`src/rtl/nibble_packer.sv`:
```
// rtl/nibble_packer.sv - packs a stream of 4-bit nibbles into 16-bit words
// with early close on in_last, a padded tail and a one-word output register.
module nibble_packer #(
  parameter bit         LSB_FIRST  = 1'b1,
  parameter logic [3:0] PAD_NIBBLE = 4'h0
) (
  input  logic        clk,
  input  logic        rst_n,
  input  logic        in_valid,
  output logic        in_ready,
  input  logic [3:0]  in_data,
  input  logic        in_last,
  output logic        out_valid,
  input  logic        out_ready,
  output logic [15:0] out_data,
  output logic [2:0]  out_count
);

  typedef enum logic {
    EMPTY   = 1'b0,
    FILLING = 1'b1
  } state_t;

  state_t      state, state_next;
  logic [1:0]  fill_count, fill_next;
  logic [15:0] asm_reg, asm_next;
  logic [15:0] word;
  logic        accept;
  logic        completing;
  logic        load_word;

  // Bit offset of arrival slot k inside the packed word.
  function automatic logic [3:0] slot_offset(input logic [1:0] k);
    logic [1:0] pos;
    pos = LSB_FIRST ? k : (2'd3 - k);
    return {pos, 2'b00};
  endfunction

  // A held word only blocks input while the consumer is stalling it.
  assign in_ready   = !out_valid || out_ready;
  assign accept     = in_valid && in_ready;
  assign completing = accept && (in_last || (fill_count == 2'd3));

  // Current nibble goes into its slot; slots beyond it carry the pad value.
  always_comb begin
    word = asm_reg;
    for (int k = 0; k < 4; k++) begin
      if (2'(k) == fill_count) begin
        word[slot_offset(2'(k)) +: 4] = in_data;
      end else if (2'(k) > fill_count) begin
        word[slot_offset(2'(k)) +: 4] = PAD_NIBBLE;
      end
    end
  end

  always_ff @(posedge clk or negedge rst_n) begin
    if (!rst_n) begin
      state      <= EMPTY;
      fill_count <= 2'd0;
      asm_reg    <= 16'h0000;
    end else begin
      state      <= state_next;
      fill_count <= fill_next;
      asm_reg    <= asm_next;
    end
  end

  always_comb begin
    state_next = state;
    fill_next  = fill_count;
    asm_next   = asm_reg;
    load_word  = 1'b0;
    if (accept) begin
      if (completing) begin
        state_next = EMPTY;
        fill_next  = 2'd0;
        asm_next   = 16'h0000;
        load_word  = 1'b1;
      end else begin
        state_next = FILLING;
        fill_next  = fill_count + 2'd1;
        asm_next   = word;
      end
    end
  end

  // A new word may overwrite one being consumed in the same cycle.
  always_ff @(posedge clk or negedge rst_n) begin
    if (!rst_n) begin
      out_valid <= 1'b0;
      out_data  <= 16'h0000;
      out_count <= 3'd0;
    end else if (load_word) begin
      out_valid <= 1'b1;
      out_data  <= word;
      out_count <= 3'(fill_count) + 3'd1;
    end else if (out_ready) begin
      out_valid <= 1'b0;
    end
  end

endmodule

```
`config.mk`:
```
export PLATFORM = sky130hd
export DESIGN_NAME = nibble_packer
export DESIGN_NICKNAME = d
export VERILOG_FILES = /design/src/rtl/nibble_packer.sv
export SDC_FILE = /design/constraint.sdc
export NUM_CORES = 1
export LEC_CHECK = 0
export BUFFER_PORTS_ARGS = -buffer_cell sky130_fd_sc_hd__buf_2
export CAP_MARGIN = 20
export CORE_MARGIN = 3
export CORE_UTILIZATION = 54
export CTS_CLUSTER_SIZE = 8
export DETAILED_ROUTE_END_ITERATION = 8
export PLACE_DENSITY = 0.78
export SYNTH_ARGS = -nofsm -noshare
export SYNTH_HDL_FRONTEND = slang
export SYNTH_SLANG_ARGS = --single-unit
```
`constraint.sdc`:
```
create_clock -name clk -period 2.1 [get_ports clk]
set_clock_uncertainty 0.2 [all_clocks]
set_input_delay 0.21 -clock clk [delete_from_list [all_inputs] [get_ports clk]]
set_output_delay 0.21 -clock clk [all_outputs]
set_load 0.02 [all_outputs]
```
[Word-level counts from Yosys, hierarchy flattened]
Cells that the tools add are included.
Storage, ports and cells
  input bits: 9
  output and inout port bits: 21
  logic and storage cells: 36
  register bits: 38
Operators by class
  order comparisons: 4
  mux-type cells: 14
  reductions and logical operators: 7
  add/sub/neg operators: 2
  equality and inequality tests: 4
Operator list (count)
  4-bit 2-to-1 mux: 8
  16-bit 2-to-1 mux: 1
  2-bit == test, first input constant: 2
  1-bit by 2-bit greater-than comparator with 1-bit output, first input constant: 2
  2-bit greater-than comparator, first input constant: 2
  1-bit 2-to-1 mux: 4
  2-bit by 1-bit adder with 3-bit output, second input constant: 1
  2-bit by 1-bit adder with 2-bit output, second input constant: 1
  1-bit by 2-bit == test with 1-bit output, first input constant: 1
  2-bit == test, second input constant: 1
  1-bit logical AND: 2
  2-bit logical NOT: 1
  1-bit logical OR: 2
  2-bit 2-to-1 mux: 1
  2-bit nonzero test: 1
  1-bit logical NOT: 1

[Logic depth before layout (Yosys ltp)]
Gate-level depths: netlist of run 1.
  depth after elaboration: 7
  mapped depth: 6
  depth with buffers taken out: 5

[Least setup slack after synthesis of run 1]
OpenSTA, ideal clock, no wires.
  path type: reg2reg
  from: reg fill_count[0]
  to: reg out_count[0]
  stages on the path, launching flop included: 6
  slack: 0.319 ns
  library setup time: 0.125 ns
  clock period less this slack: 1.781 ns
  arrival time: 1.456 ns
  buffers on the path: 1
  data required time: 1.775 ns
  cell sequence: dfrtp_1 -> ha_1 -> or2_4 -> nand3_4 -> buf_6 -> mux2_4
On the way
  longest elaborated chain between the ends: 5
  elaborated cells on any way between the ends: 6
  classes of those cells: add/sub: 1; eq/ne: 1; mux: 2; reduce/logical: 2
RTL lines
  from (decl): line 25  | logic [1:0] fill_count, fill_next;
  from (signal assigned): line 63  | fill_count <= fill_next;
  2-bit == test: line 42  | assign completing = accept && (in_last || (fill_count == 2'd3));
  1-bit logical OR: line 42
  1-bit logical AND: line 42
  1-bit 2-to-1 mux: line 74  | if (completing) begin
  1-bit 2-to-1 mux: line 73  | if (accept) begin
  to (signal assigned): line 96  | out_count <= 3'(fill_count) + 3'd1;
  to (decl): line 16  | output logic [2:0] out_count
Parallel ways exist; a longest one is shown, timed or not.
A chain may end at the register's enable or synchronous reset.

[Worst setup path in the final report of run 1]
  from: reg fill_count[1]
  to: reg asm_reg[5]
On the way
  longest elaborated chain between the ends: 4
  elaborated cells on any way between the ends: 8
  classes of those cells: order compare: 1; eq/ne: 2; mux: 3; reduce/logical: 2
RTL lines
  1-bit by 2-bit greater-than comparator with 1-bit output / 2-bit == test (equally long branches): line 50, 42
  4-bit 2-to-1 mux / 1-bit logical OR (equally long branches): line 50, 42
  4-bit 2-to-1 mux / 1-bit logical AND (equally long branches): line 48, 42
  16-bit 2-to-1 mux *: line 74
  to (signal assigned): line 64  | asm_reg <= asm_next;
  to (decl): line 26  | logic [15:0] asm_reg, asm_next;
Mark *: on every way between the ends. The rest lies on a longest branch, timed or not.

==> out/results.ini, run 1 <==
[status]
outcome = finished clean

[logic_synthesis]
synth_adder_area_share_pct = 3.16
sequential_area_share_after_synthesis_pct = 53.7
synth_top_cell_area_share_pct = 53.7
async_reset_ff_share_pct = 100
synth_enable_flop_cells = 0
yosys_warnings = 0
yosys.area_share.xor_xnor_pct = 0
post_synth_instance_area_um2 = 1590
synth_fp_nets = 120
synth_ff_type = sky130_fd_sc_hd__dfrtp_1
post-synth-top-area-cell = sky130_fd_sc_hd__dfrtp_1
post_synth_mux_area_share_pct = 16.1
yosysMostFrequentCell = sky130_fd_sc_hd__dfrtp_1
yosysUniqueCellTypes = 23
synth_seq_cells = 34
post_syn_area_per_cell_um2 = 14.8
synth_area_leaders = sky130_fd_sc_hd__dfrtp_1 (54%), sky130_fd_sc_hd__mux2_4 (13%), sky130_fd_sc_hd__a32o_1 (10%), sky130_fd_sc_hd__a22o_1 (5.0%), sky130_fd_sc_hd__ha_1 (3.2%)
netlist_top_cells_count = sky130_fd_sc_hd__dfrtp_1 (34), sky130_fd_sc_hd__a32o_1 (16), sky130_fd_sc_hd__mux2_4 (14)
fraction_of_the_mapped_netlist_area_in_simple_logic_gates_pct = 5.29
synth_top_family_by_area = compound AO/OA/AOI/OAI gates
synth-compound-area-share_pct = 17.8
synth_cells = 107

[worst_setup_path]
crit_path_end = asm_reg[5]
cp_data_arrival_time_ps = 1960
worst-endpoint-required_ps = 2130
timing.reg2reg.worst_path_depth = 5
reg2reg_slack_ps = 170
critical_path.reg2reg.endpoint = asm_reg[5]
regToRegStartpoint = fill_count[1]
critical_path.endpoint_type = flip-flop
cp-start-kind = flip-flop
worst_setup_startpoint = fill_count[1]
critical_path_class = reg2reg
maximum_fanout_encountered_on_the_critical_timing_path = 9

[power_and_ir_drop]
leakage_nw = 0.937
power-per-cell-area_nw_per_um2 = 1070
power.combinational.fraction_pct = 35.9
ir_worst_vdd_mv = 0.830
seq_power_share_pct = 45.0
p_sw_mw = 0.654
power.share.clock_pct = 19.1
power.switching_fraction_pct = 33.9
internal_power_mw = 1.28

[die]
floorplan.io_pins = 30
rows = 19
die_height_um = 60.2
initial_core_util_pct = 57.0
floorplan.die.width_um = 60.2
die_area_um2 = 3620
area_inside_the_core_boundary_um2 = 2780

[placed_design]
gpl.final_weighted_congestion = 0.775
detailed_place.area_um2 = 1740
io_buffers = 29
post-dp-hpwl_mm = 2.17

[grt]
globalRouteOverflowTotal = 0
grt_antenna_before_repair = 0
grtUsageTotal_pct = 20.1
vias_in_the_first_global_route = 1059
grt_max_degree = 35
grt_first_pass_wirelength_mm = 5.08

[finish]
finalInstanceArea_um2 = 1810
area_growth_syn_to_layout_pct = 14.0
drive_above_1_share_pct = 44.0
n_fill_cell = 212
antenna_cells = 0
largest_reg_flops = 16
num-nets-final = 153

[route]
route.antenna.remaining_nets = 0
drt_iter0_drc = 30
post-route-drc-count = 0
drt_wl_total_mm = 3.08
via_per_inst = 5.97
routedWlPerCell_um = 17.9
firstDrtPassIters = 4
via_count = 1027

[worst_hold_path]
worst_hold_path_type = in2reg

[clocking]
cts_buffer_depth = 2
clkSinkCount = 34
path_clk_slew_ps = 100
cts_htree_levels = 2
tritoncts_clock_tree = built
cts_root_buf = sky130_fd_sc_hd__clkbuf_4
insertion_delay_ps = 330
numCtsBuffers = 5

[sta]
layout_worst_path_cycle_share_pct = 91.9
fmax_mhz = 518
timing_hold_violations_final = 0
layout_min_cycle_time_ps = 1930
final-max-slew-violation-count = 0
worst_slew_pin_slew_ps = 732
rsz0062_at_grt = no
slew-limit-headroom_pct = 51.2
report.final.setup_viol = 0
setup_total_negative_slack_ps = 0

[job]
maxCapViolations = 0

## kinds of logic after synthesis
group / count (synthesis)
multiplexers: 18
AO/OA/AOI/OAI: 31
adder cells (fa/ha/maj): 4
AND/OR/NAND/NOR: 10
flip-flops: 34
buffers and inverters: 10
## how the worst min path moves through the flow
stage / depth (start not counted) / to / startpoint
6_report: 2 / asm_reg[4] / in_data[0]
4_1_cts: 2 / asm_reg[4] / in_data[0]
3_3_place_gp: 1 / out_data[7] / rst_n
2_1_floorplan: 0 / asm_reg[0] / rst_n
3_5_place_dp: 1 / out_data[6] / rst_n
5_1_grt: 2 / asm_reg[4] / in_data[0]
## power groups by stage
stage | sequential, mW | clock (mW) | combinational [mW]
finish | 0.868 | 0.369 | 0.693
global route | 0.892 | 0.409 | 0.745
CTS | 0.871 | 0.379 | 0.694
detailed placement | 0.882 | 0 | 0.688
global placement | 0.871 | 0 | 0.673
floorplan | 0.998 | 0 | 0.373
## layout by cell type, fill, tap and decap left out, drive strengths merged
| cell type | Yosys | final |
|---|---|---|
| inv | 4 | 4 |
| clkinv | 0 | 1 |
| nor2 | 3 | 3 |
| nand3 | 1 | 1 |
| nand2 | 1 | 1 |
| a21oi | 1 | 1 |
| clkbuf | 0 | 7 |
| o211ai | 1 | 1 |
| buf | 6 | 31 |
| nand4 | 1 | 1 |
| ha | 4 | 4 |
| dlygate4sd3 | 0 | 1 |
| dfrtp | 34 | 34 |
| a21o | 1 | 1 |
| nor2b | 2 | 2 |
| mux2 | 18 | 18 |
| a22o | 9 | 9 |
| a211o | 2 | 2 |
| o21ai | 1 | 1 |
| nor3 | 1 | 1 |
| a32o | 16 | 16 |
| or2 | 1 | 1 |
## through the flow
| step | cells | hold WS (ps) | power, mW | setup WS, ps | util (%) |
|---|---|---|---|---|---|
| finish | 172 | 34.2 | 1.93 | 170 | 65.0 |
| detailed placement | 163 | 109 | 1.57 | 90.3 | 62.4 |
| global placement | 163 | 96.5 | 1.54 | 178 | 62.4 |
| floorplan | 107 | -286 | 1.37 | 319 | - |
| CTS | 172 | 27.8 | 1.94 | 77.2 | 64.9 |
| global route | 172 | 29.5 | 2.05 | 86.1 | 65.0 |
## worst max-delay path, stage by stage (launching register included)
cell,delay (ps)
sky130_fd_sc_hd__dfrtp_1,420
sky130_fd_sc_hd__inv_1,110
sky130_fd_sc_hd__ha_1,350
sky130_fd_sc_hd__nor2_1,160
sky130_fd_sc_hd__a211o_1,370
sky130_fd_sc_hd__a32o_1,220
## repair_timing
action / in CTS / in global routing
resized for setup: 0 / 1
setup endpoints to repair: 0 / 4
hold endpoints to repair: 34 / 0
hold buffers: 1 / 0
setup buffers: 0 / 0
## routing by layer
layer	track usage, %	part of all wire (%)	vias to the layer above
met1	24.8	43	509
met2	30.9	49	29
met4	10.8	2.0	0
met5	0	0	-
li1	-	-	481
met3	6.91	5.8	8
## final cells by class
cell class              count  area [um^2]  share of cell area [%]
clock inverters             1         5.00                   0.277
repair buffers             32          170                    9.41
inverters                   4         15.0                   0.830
multi-input cells          63          673                    37.2
clock buffers               7         55.1                    3.04
well taps                  31         38.8                    2.15
flip-flops and latches     34          851                    47.1
(Power assumes the default switching activity.)
==> inputs of run 2 (changes only) <==
--- a/config.mk
+++ b/config.mk
@@ -7,6 +7,7 @@
 export LEC_CHECK = 0
 export BUFFER_PORTS_ARGS = -buffer_cell sky130_fd_sc_hd__buf_2
 export CAP_MARGIN = 20
+export CORE_ASPECT_RATIO = 1.25
 export CORE_MARGIN = 3
 export CORE_UTILIZATION = 54
 export CTS_CLUSTER_SIZE = 8
==> run 2 against run 1 <==
- global-route usage decreased by 0.26 points
- sequential share of layout area fell by 0.098 points
- sequential cell count unchanged
- die area grew 0.11%
- critical path type unchanged
- largest power group unchanged
- highest routed layer unchanged
==> out/results.ini, run 2 (same netlist as run 1, synthesis figures left out) <==
[die]
rows = 21  ; +2
floorplan.die.width_um = 54.5  ; -9.5%
die_area_um2 = 3630  ; +0.11%
die_height_um = 66.6  ; +11%
area_inside_the_core_boundary_um2 = 2730  ; -1.8%
initial_core_util_pct = 58.0  ; +1.0 points
floorplan.io_pins = 30  ; unchanged

[sta]
setup_total_negative_slack_ps = 0  ; unchanged
report.final.setup_viol = 0  ; unchanged
layout_worst_path_cycle_share_pct = 91.5  ; -0.42 points
layout_min_cycle_time_ps = 1920  ; -8.72 ps
slew-limit-headroom_pct = 50.4  ; -0.80 points
final-max-slew-violation-count = 0  ; unchanged
rsz0062_at_grt = no
fmax_mhz = 521  ; +0.45%
timing_hold_violations_final = 0  ; unchanged
worst_slew_pin_slew_ps = 744  ; +12.0 ps

[finish]
antenna_cells = 0  ; unchanged
largest_reg_flops = 16  ; unchanged
n_fill_cell = 203  ; -4.2%
drive_above_1_share_pct = 44.0  ; unchanged
num-nets-final = 153  ; unchanged
commonest_non_fill_non_tap_cell_in_the_layout = sky130_fd_sc_hd__dfrtp_1
final_cell_count_no_fill = 175  ; +1.7%
area_growth_syn_to_layout_pct = 14.3
commonest_non_fill_non_tap_cells_in_the_layout = sky130_fd_sc_hd__dfrtp_1 (34), sky130_fd_sc_hd__buf_2 (29), sky130_fd_sc_hd__a32o_1 (16)

[route]
routedWlPerCell_um = 17.6  ; -1.8%
post-route-drc-count = 0  ; unchanged
drt_wl_total_mm = 3.08  ; about the same
route.antenna.remaining_nets = 0  ; unchanged
via_per_inst = 5.92  ; -0.85%
via_count = 1036  ; +0.88%
drt_iter0_drc = 30  ; unchanged
firstDrtPassIters = 4  ; unchanged

[placed_design]
placedCellCount = 166  ; +1.8%
post-dp-hpwl_mm = 2.15  ; -0.90%
gpl.final_weighted_congestion = 0.907  ; +17%
io_buffers = 29  ; unchanged

[grt]
grt_first_pass_wirelength_mm = 5.14  ; +1.2%
globalRouteOverflowTotal = 0  ; unchanged
grtUsageTotal_pct = 19.9  ; -0.26 points
vias_in_the_first_global_route = 1175  ; +11%
grt_max_degree = 35  ; unchanged
grt_antenna_before_repair = 0  ; unchanged

[worst_setup_path]
maximum_fanout_encountered_on_the_critical_timing_path = 9  ; unchanged
critical_path.endpoint_type = flip-flop
cp-start-kind = flip-flop
cp_data_arrival_time_ps = 1940  ; -20 ps
worst-endpoint-required_ps = 2120  ; about the same
critical_path_class = reg2reg

[job]
maxCapViolations = 0  ; unchanged

[clocking]
insertion_delay_ps = 330  ; about the same
cts_htree_levels = 2  ; unchanged
numCtsBuffers = 5  ; unchanged
buffers_inserted_during_post_cts_setup_optimization = 0  ; unchanged
tritoncts_clock_tree = built
cts_buffer_depth = 2  ; unchanged
path_clk_slew_ps = 110  ; about the same
clkSinkCount = 34  ; unchanged
cts_root_buf = sky130_fd_sc_hd__clkbuf_4

[power_and_ir_drop]
leakage_nw = 0.937  ; unchanged
ir_worst_vdd_mv = 0.857  ; +3.2%
power-per-cell-area_nw_per_um2 = 1070  ; +0.12%

[worst_hold_path]
worst_hold_path_type = in2reg

[status]
outcome = finished clean

## run 2: cell counts in the layout (fill, tap and decap cells not counted)
No cell type changed its count.
## run 2: final cells by class
cell class / instances / area (um^2) / area share [%]
clock buffers: 7 / 55.1 / 3.04
well taps: 34 / 42.5 / 2.35
flip-flops and latches: 34 / 851 / 47.0
clock inverters: 1 / 5.00 / 0.276
multi-input cells: 63 / 673 / 37.2
repair buffers: 32 / 170 / 9.39
inverters: 4 / 15.0 / 0.829
## run 2: worst max-delay path, stage by stage (launching register included)
cell and delay, ps:
sky130_fd_sc_hd__dfrtp_1 430, sky130_fd_sc_hd__inv_1 110, sky130_fd_sc_hd__ha_1 330, sky130_fd_sc_hd__nor2_1 150
sky130_fd_sc_hd__a211o_1 360, sky130_fd_sc_hd__a32o_1 220
## run 2: what timing repair did
item / in CTS / in global routing
resized for setup: 0 / 1
endpoints found under the hold margin: 34 / 0
endpoints found under the setup margin: 0 / 4
hold buffers: 1 / 0
## run 2: worst paths after layout
| check | start | slack [ps] | depth (start not counted) | end |
|---|---|---|---|---|
| max reg2reg | fill_count[1] | 180 | 5 | asm_reg[6] |
| min in group asynchronous | rst_n | 260 | 2 | out_data[13] |
| max in group asynchronous | rst_n | 950 | 2 | asm_reg[4] |
| min | in_valid | 20 | 3 | fill_count[1] |
| max | fill_count[1] | 180 | 5 | asm_reg[6] |
| min reg2reg | asm_reg[4] | 300 | 1 | asm_reg[4] |
## run 2: where the power goes
group | leakage [nW] | internal (mW) | switching, mW
logic | 0.450 | 0.321 | 0.372
registers | 0.452 | 0.792 | 0.0755
clock network | 0.0353 | 0.162 | 0.213
## run 2: metrics by stage
step	hold WS [ps]	utilization [%]	instance area [um^2]	setup WS [ps]	power, mW
final	20.8	66.3	1810	179	1.94
after global routing	15.1	66.3	1810	78.5	2.05
after CTS	15.3	66.2	1810	56.4	1.95
after detailed placement	116	63.6	1740	74.9	1.57
after global placement	99.0	63.6	1740	179	1.54
after floorplan	-286	-	1590	319	1.37
## run 2: metal layers
layer  GRT usage (%)  wire (um)  up-vias
met2            33.8       1570       21
met4            9.03         44        0
li1                -          -      481
met5               0          0        -
met3            4.03         98        5
met1            23.2       1360      529
==> inputs of run 3 (changes only) <==
--- a/config.mk
+++ b/config.mk
@@ -5,6 +5,7 @@
 export SDC_FILE = /design/constraint.sdc
 export NUM_CORES = 1
 export LEC_CHECK = 0
+export ABC_AREA = 1
 export BUFFER_PORTS_ARGS = -buffer_cell sky130_fd_sc_hd__buf_2
 export CAP_MARGIN = 20
 export CORE_ASPECT_RATIO = 1.25
==> constraint.sdc (replaced) <==
create_clock -name clk -period 2 [get_ports clk]
set_clock_uncertainty 0.2 [all_clocks]
set_input_delay 0.2 -clock clk [delete_from_list [all_inputs] [get_ports clk]]
set_output_delay 0.2 -clock clk [all_outputs]
set_load 0.02 [all_outputs]
==> run 3 against run 2 <==
- clock power increased by 5.9%
- wire length rose by 18%
- highest routed layer unchanged
- combinational power down 13%
==> out/results.ini, run 3 <==
[status]
outcome = finished clean

[logic_synthesis]
synth_top_cell_area_share_pct = 51.1  ; -2.6 points
async_reset_ff_share_pct = 100  ; unchanged
synth_area_leaders = sky130_fd_sc_hd__dfrtp_1 (51%), sky130_fd_sc_hd__nand2_1 (22%), sky130_fd_sc_hd__nand2_2 (11%), sky130_fd_sc_hd__ha_1 (3.0%), sky130_fd_sc_hd__nand3_1 (2.4%)
synth_cells = 193  ; +80%
post_synth_instance_area_um2 = 1670  ; +5.1%
synth_enable_flop_cells = 0  ; unchanged
post-synth-top-area-cell = sky130_fd_sc_hd__dfrtp_1
yosys_warnings = 0  ; unchanged
netlist_top_cells_count = sky130_fd_sc_hd__nand2_1 (98), sky130_fd_sc_hd__dfrtp_1 (34), sky130_fd_sc_hd__nand2_2 (30)
synth_fp_nets = 206  ; +72%
yosysMostFrequentCell = sky130_fd_sc_hd__nand2_1
post_syn_area_per_cell_um2 = 8.64  ; -42%
synth_ff_type = sky130_fd_sc_hd__dfrtp_1
synth_seq_cells = 34  ; unchanged
sequential_area_share_after_synthesis_pct = 51.1  ; -2.6 points
yosysUniqueCellTypes = 16  ; -30%

[clocking]
clkSinkCount = 34  ; unchanged
cts_root_buf = sky130_fd_sc_hd__clkbuf_4
path_clk_slew_ps = 100  ; about the same
cts_htree_levels = 2  ; unchanged
ctsHoldBuffers = 6  ; +5
insertion_delay_ps = 340  ; about the same
numCtsBuffers = 5  ; unchanged
cts_buffer_depth = 2  ; unchanged
tritoncts_clock_tree = built
quantity_of_gates_resized_following_cts = 0  ; unchanged
buffers_inserted_during_post_cts_setup_optimization = 0  ; unchanged

[sta]
report.final.setup_viol = 0  ; unchanged
least_setup_slack_across_all_paths_after_layout_ps = 205  ; +25.5 ps
rsz0062_at_grt = no
timing_hold_violations_final = 0  ; unchanged
final-max-slew-violation-count = 0  ; unchanged
worst_slew_pin_slew_ps = 741  ; -3.44 ps
layout_worst_path_cycle_share_pct = 89.8  ; -1.7 points
fmax_mhz = 557  ; +7.0%
layout_min_cycle_time_ps = 1800  ; -126 ps
slew-limit-headroom_pct = 50.6  ; +0.23 points
setup_total_negative_slack_ps = 0  ; unchanged
final.hold.worst_slack_ps = 95.8  ; +75.0 ps

[route]
routed_wire_length_on_met2_mm = 1.80  ; +14%
firstDrtPassIters = 4  ; unchanged
drt_wl_total_mm = 3.63  ; +18%
via_per_inst = 5.16  ; -13%
post-route-drc-count = 0  ; unchanged
route.antenna.remaining_nets = 0  ; unchanged
m1WireLength_mm = 1.47  ; +8.1%
via_count = 1373  ; +33%
routedWlPerCell_um = 13.6  ; -22%
drt_iter0_drc = 61  ; +100%
highest_layer = met4
detailroute.wirelength.met3_um = 289  ; +190%

[finish]
antenna_cells = 0  ; unchanged
largest_reg_flops = 16  ; unchanged
area_growth_syn_to_layout_pct = 15.4
commonest_non_fill_non_tap_cells_in_the_layout = sky130_fd_sc_hd__nand2_1 (98), sky130_fd_sc_hd__dfrtp_1 (34), sky130_fd_sc_hd__nand2_2 (30)
num-nets-final = 244  ; +59%
drive_above_1_share_pct = 31.9  ; -12 points
n_fill_cell = 235  ; +16%
commonest_non_fill_non_tap_cell_in_the_layout = sky130_fd_sc_hd__nand2_1

[power_and_ir_drop]
internal_power_mw = 1.18  ; -7.3%
power.combinational.fraction_pct = 31.6  ; -4.2 points
p_sw_mw = 0.724  ; +9.6%
leakage_nw = 1.13  ; +21%
ir_worst_vdd_mv = 0.632  ; -26%
power.share.clock_pct = 20.9  ; +1.5 points
seq_power_share_pct = 47.5  ; +2.7 points
power.switching_fraction_pct = 38.0  ; +3.8 points
power-per-cell-area_nw_per_um2 = 992  ; -7.2%

[die]
floorplan.die.width_um = 55.7  ; +2.3%
die_height_um = 68.1  ; +2.3%
rows = 21  ; unchanged
area_inside_the_core_boundary_um2 = 2810  ; +2.9%
floorplan.io_pins = 30  ; unchanged
die_area_um2 = 3790  ; +4.6%
initial_core_util_pct = 59.3  ; +1.3 points

[worst_setup_path]
cp-start-kind = flip-flop
maximum_fanout_encountered_on_the_critical_timing_path = 20  ; +11
worst-endpoint-required_ps = 2080  ; -40 ps
critical_path.endpoint_type = flip-flop
cp_data_arrival_time_ps = 1870  ; -70 ps
reg2reg_slack_ps = 200  ; +30 ps
critical_path_class = reg2reg

[job]
maxCapViolations = 0  ; unchanged

[grt]
grt_antenna_before_repair = 0  ; unchanged
vias_in_the_first_global_route = 1418  ; +21%
grt_max_degree = 35  ; unchanged
grtUsageTotal_pct = 22.0  ; +2.1 points
globalRouteOverflowTotal = 0  ; unchanged
grt_first_pass_wirelength_mm = 6.42  ; +25%

[worst_hold_path]
worst_hold_path_type = in2reg

[placed_design]
io_buffers = 29  ; unchanged
post-dp-hpwl_mm = 2.70  ; +26%
gpl.final_weighted_congestion = 0.799  ; -12%
dpl_worst_slack_ps = 233  ; +158 ps

## run 3: cell types whose count changed in the layout (fill, tap and decap cells not counted), sizes merged, moves of 2 or more
cell         previous run  this run
nand2                   1       130
a32o                   16         0
nor2b                   2         0
nand3                   1         9
mux2                   18         0
a211o                   2         0
dlygate4sd3             1         6
inv                     4         6
a22o                    9         0
## run 3: metrics by stage
stage                     power, mW  util [%]  instances  area, um^2
after floorplan                1.33         -        193        1670
after global placement         1.48      64.1        252        1800
after detailed placement       1.51      64.1        252        1800
after CTS                      1.92      68.4        266        1920
after global routing           2.03      68.4        266        1920
final                          1.91      68.4        266        1920
## run 3: cells by family (layout without fill, tap and decap cells)
group	count (synthesis)	in the layout	share of synthesized area, %
buffers and inverters	11	50	5.03
and+or+nand+nor	143	143	40.5
adders and majority gates	4	4	3.00
AOI/OAI and AO/OA	1	1	0.451
DFF	34	34	51.1
## run 3: layout make-up
| class | count | area, um^2 | share of cell area [%] |
|---|---|---|---|
| inverters | 6 | 25.0 | 1.30 |
| clock inverters | 1 | 5.00 | 0.260 |
| repair buffers | 36 | 213 | 11.1 |
| multi-input cells | 148 | 732 | 38.1 |
| flip-flops and latches | 34 | 851 | 44.2 |
| clock buffers | 7 | 55.1 | 2.86 |
| well taps | 34 | 42.5 | 2.21 |
## run 3: path summary, 6_finish.rpt
kind	depth (start not counted)	end	startpoint
max	7	out_data[11]	fill_count[1]
min	6	asm_reg[6]	in_last
max reg2reg	7	out_data[11]	fill_count[1]
min reg2reg	2	out_count[2]	out_count[2]
max in group asynchronous	2	asm_reg[11]	rst_n
min in group asynchronous	2	out_data[14]	rst_n
## run 3: per-layer routing
layer	up-vias	global-route usage (%)
li1	663	-
met1	649	26.9
met2	51	35.8
met3	10	7.74
met4	0	8.81
met5	-	0
## run 3: critical path: stages, from the launching register on
cell and delay (ps):
sky130_fd_sc_hd__dfrtp_1 480, sky130_fd_sc_hd__ha_1 320, sky130_fd_sc_hd__nor2_4 190, sky130_fd_sc_hd__inv_4 70, sky130_fd_sc_hd__nand3_2 60, sky130_fd_sc_hd__buf_4 250
sky130_fd_sc_hd__nand2_1 80, sky130_fd_sc_hd__nand2_1 80
## run 3: power groups by stage
stage                     Combinational, mW  Clock [mW]  Sequential (mW)
after floorplan                       0.315           0             1.01
after global placement                0.575           0            0.908
after detailed placement              0.595           0            0.918
after CTS                             0.608       0.411            0.906
after global routing                  0.670       0.441            0.922
final                                 0.603       0.398            0.906
